### config.mk
export PLATFORM = sky130hd
export DESIGN_NAME = pipelined_rca
export DESIGN_NICKNAME = d
export VERILOG_FILES = /design/src/rtl/pipelined_rca.sv
export SDC_FILE = /design/constraint.sdc
export NUM_CORES = 1
export LEC_CHECK = 0
export ABC_AREA = 1
export CAP_MARGIN = 20
export CORE_MARGIN = 2
export CORE_UTILIZATION = 30
export CTS_CLUSTER_SIZE = 14
export DETAILED_ROUTE_END_ITERATION = 16
export PLACE_DENSITY = 0.6
export SETUP_SLACK_MARGIN = 0.1
export SYNTH_ARGS = -nofsm -noshare
export SYNTH_HDL_FRONTEND = slang
export SYNTH_SLANG_ARGS = --single-unit
export TNS_END_PERCENT = 100
### constraint.sdc
create_clock -name clk -period 2.5 [get_ports clk]
set_clock_uncertainty 0.1 [all_clocks]
set_input_delay 0.25 -clock clk [delete_from_list [all_inputs] [get_ports clk]]
set_output_delay 0.25 -clock clk [all_outputs]
set_load 0.005 [all_outputs]
### src/rtl/pipelined_rca.sv
// pipelined_rca: segmented ripple-carry adder/subtractor, one register stage per SEG-bit carry segment, valid/ready handshake.
module pipelined_rca #(
  parameter int WIDTH = 16,
  parameter int SEG = 4
) (
  input  logic             clk,
  input  logic             rst_n,
  input  logic             in_valid,
  output logic             in_ready,
  input  logic [WIDTH-1:0] a,
  input  logic [WIDTH-1:0] b,
  input  logic             cin,
  input  logic             sub,
  output logic             out_valid,
  input  logic             out_ready,
  output logic [WIDTH-1:0] sum,
  output logic             cout,
  output logic             ovf
);
  localparam int NSEG = WIDTH / SEG;
  localparam int L = NSEG - 1;
  if (WIDTH % SEG != 0) begin : g_bad_seg
    $error("WIDTH must be a multiple of SEG");
  end
  logic [NSEG-1:0][WIDTH-1:0] a_q, b_q, s_q, sa, sb, ss, ns;
  logic [NSEG-1:0] v_q, c_q, sc, nc;
  logic ovf_q, ovf_n, stall;
  assign out_valid = v_q[L];
  assign sum = s_q[L];
  assign cout = c_q[L];
  assign ovf = ovf_q;
  assign stall = out_valid & ~out_ready;
  assign in_ready = ~stall;
  // Stage k adds segment k; upper operand segments and finished lower sum segments ride along.
  always_comb begin
    sa[0] = a;
    sb[0] = sub ? ~b : b;
    sc[0] = cin ^ sub;
    ss[0] = '0;
    for (int k = 1; k < NSEG; k++) begin
      sa[k] = a_q[k-1];
      sb[k] = b_q[k-1];
      sc[k] = c_q[k-1];
      ss[k] = s_q[k-1];
    end
    ns = ss;
    nc = '0;
    for (int k = 0; k < NSEG; k++)
      {nc[k], ns[k][k*SEG +: SEG]} = {1'b0, sa[k][k*SEG +: SEG]} + {1'b0, sb[k][k*SEG +: SEG]} + (SEG+1)'(sc[k]);
    ovf_n = sa[L][WIDTH-1] ^ sb[L][WIDTH-1] ^ ns[L][WIDTH-1] ^ nc[L];
  end
  always_ff @(posedge clk) begin
    if (!rst_n) begin
      v_q <= '0;
      c_q <= '0;
      a_q <= '0;
      b_q <= '0;
      s_q <= '0;
      ovf_q <= 1'b0;
    end else if (!stall) begin
      v_q[0] <= in_valid;
      for (int k = 1; k < NSEG; k++) v_q[k] <= v_q[k-1];
      c_q <= nc;
      a_q <= sa;
      b_q <= sb;
      s_q <= ns;
      ovf_q <= ovf_n;
    end
  end
endmodule

==> metrics.md <==
| Metric | Value |
|---|---|
| Post-synthesis instance total | `513` |
| Layout cells sized above 1 | `0.0554` |
| Global-route wire length before repair | `14100 µm` |
| Hold Crit Class | `input pin to flop` |
| Yosys reg bits | `97` |
| Routed wire length | `8170 µm` |
| Post-Syn Area | `0.00410 mm²` |
| Post-CTS setup repair buffer count | `0` |
| H-tree depth | `3` |
| DR iter-0 viols | `113` |
| Setup TNS Final | `0 ns` |
| Met3 Usage GRT | `0.0343` |
| Hpwl dp | `5560 µm` |
| M2 GR Usage | `0.181` |
| Inserted Diodes | `0` |
| Rel. slew slack | `0.572` |
| Most Crowded Layer GR | `met2` |
| Wire per inst | `11.1 µm` |
| Vias after detailed routing | `3244` |
| Most common cell after layout, fill and taps aside | `nor2_1` |
| Most frequent cells in the layout | `nor2_1, dfxtp_1, o21ai_0` |
| Vias in the first global route | `3103` |
| GR Overflow Total | `0` |
| RSZ-0062 raised after global routing | `no` |
| Max IR drop VDD | `290 µV` |
| Clk Latency, worst-skew pair | `0.34 ns` |
| Die height | `121 µm` |
| Initial Util | `0.308` |
| Register area | `0.00194 mm²` |
| Minimum clock period | `2.04 ns` |
| Worst-case clock buffer depth | `2` |
| Clock transition at path regs | `0.06 ns` |
| Critical Path Max Stage Delay | `0.52 ns` |
| Run status | `completed` |
| RePlAce Congestion | `0.775` |
| Area after DPL | `0.00477 mm²` |
| Fin util | `0.383` |
| Critical-path maximum fanout | `3` |
| Maxcap violations | `0` |
| Slew @ Worst Pin | `0.642 ns` |
| Design area | `0.00509 mm²` |
| Via/cell ratio | `4.41` |
| Post-cts sizing count | `0` |
| Critical Path End Type | `flop` |
| Fin nets | `613` |
| Die X | `121 µm` |
| Fill cell count | `1366` |
| Drt drc | `0` |
| Part of the cycle the worst path needs | `0.814` |
| PortBufs | `57` |
| Fin worst setup slack | `0.465 ns` |
| CP Data Required Time | `2.63 ns` |
| # IOs | `58` |
| Core Rows | `42` |
| CTS Buf Count | `9` |
| Yosys cell types | `23` |
| DIE AREA | `0.0146 mm²` |
| Syn nets | `571` |
| Core area | `0.0133 mm²` |
| Critical path's slowest cell | `clkdlybuf4s50_1` |
| CP Class | `input pin to flop` |
| Largest net degree at the start of global routing | `98` |
| Fmax achieved | `491 MHz` |
| Initial antenna violation count | `0` |
| Hold Violations, Final | `0` |
| 1st-pass router iterations | `4` |
| Post-DRT Antenna Nets | `0` |
| Area of the multi-input gates | `0.00188 mm²` |
| Pre-CTS setup slack | `0.0886 ns` |
| Total track usage | `0.119` |
| Global Route met1 Usage | `0.156` |
| Top cell by count, worst path | `fa_1` |
| Synthesized area per cell | `7.99 µm²` |
| Max Slew Vio Count | `0` |
| Crit path DAT | `2.16 ns` |
| Sink Count | `97` |
| Power Density | `704 mW/mm²` |
| Cell Chain, Critical Path | `clkdlybuf4s50_1 -> xor2_1 -> fa_1 -> fa_1 -> nand2_1 -> inv_1 -> o21ai_0 -> a21oi_1` |
| CP Launch Type | `input pin` |
| Warnings, synthesis | `0` |
| CTS root buf | `clkbuf_16` |
| Pleak | `0.00231 µW` |
| Sequential fraction of the synthesis area | `0.474` |
| CTS tree | `done` |
| Final setup vio count | `0` |
| Synth-to-Final Area Change | `24.2%` |
| CTS Hold Bufs | `0` |
## cells in the mapped netlist
cell type / count / area, µm²
a21oi_1: 20 / 100
a31oi_1: 4 / 25.0
buf_2: 9 / 45.0
buf_4: 7 / 52.6
buf_6: 3 / 33.8
clkbuf_1: 10 / 37.5
clkbuf_2: 3 / 15.0
dfxtp_1: 97 / 1940
fa_1: 8 / 160
ha_1: 12 / 150
inv_1: 23 / 86.3
inv_2: 1 / 3.75
nand2_1: 37 / 139
nand3_1: 10 / 50.1
nand3b_1: 3 / 22.5
nor2_1: 141 / 529
nor2_4: 1 / 11.3
o21a_1: 1 / 7.51
o21ai_0: 92 / 460
o21ai_1: 7 / 35.0
or2_2: 7 / 43.8
xnor2_1: 11 / 96.3
xor2_1: 6 / 52.6
## per-layer routing
| metal | vias up | wire, µm | share of wire |
|---|---|---|---|
| li1 | 1736 | - | - |
| met1 | 1450 | 4170 | 0.51 |
| met2 | 48 | 3500 | 0.43 |
| met3 | 10 | 349 | 0.043 |
| met4 | 0 | 159 | 0.019 |
| met5 | - | 0 | 0 |
## cell type report
class | instances | share of cell area
Sequential cell | 97 | 0.381
Multi-Input combinational cell | 360 | 0.370
Timing Repair Buffer | 63 | 0.125
Clock buffer | 10 | 0.0450
Tap cell | 176 | 0.0433
Inverter | 24 | 0.0179
Clock inverter | 6 | 0.0177
## sequential cells by signal, indices dropped and copies added, names as in the netlist
name and flops:
c_q 4, v_q 4, ns 24, b_q 24, ovf 1, a_q 24, sum 16
## report_power, final
part           internal [µW]  switching, µW
logic                    206            189
clock network            882            582
registers               1670           61.7
total                   2750            833
## path summary, 6_finish.rpt
| check | from | end | slack, ns | cells past startpoint |
|---|---|---|---|---|
| max | sub | c_q[0] | 0.46 | 8 |
| max reg2reg | a_q[44] | ovf | 0.61 | 8 |
| min | rst_n | a_q[31] | 0.33 | 4 |
| min reg2reg | v_q[2] | v_q[2] | 0.36 | 2 |
## stage by stage
| step | power [µW] | hold WS [ns] | instances |
|---|---|---|---|
| after CTS | 3640 | 0.305 | 736 |
| after floorplan | 2000 | 0.296 | 513 |
| after detailed placement | 2160 | 0.357 | 720 |
| final | 3590 | 0.325 | 736 |
| after global placement | 2150 | 0.338 | 720 |
| after global routing | 3780 | 0.322 | 736 |
## cell families after synthesis
| kind of cell | synth area share |
|---|---|
| and+or+nand+nor | 0.194 |
| buffers and inverters | 0.0668 |
| AOI/OAI and AO/OA | 0.153 |
| xor gates and xnor gates | 0.0363 |
| DFF | 0.474 |
| adders and majority gates | 0.0757 |
## critical path: cells and delay by family
kind                       cells  cell delay [ns]
xor gates and xnor gates       1             0.21
buffers and inverters          2             0.55
and+or+nand+nor                1             0.08
AOI/OAI and AO/OA              2             0.21
adders and majority gates      2             0.86
Power figures use the tool's default switching activity.
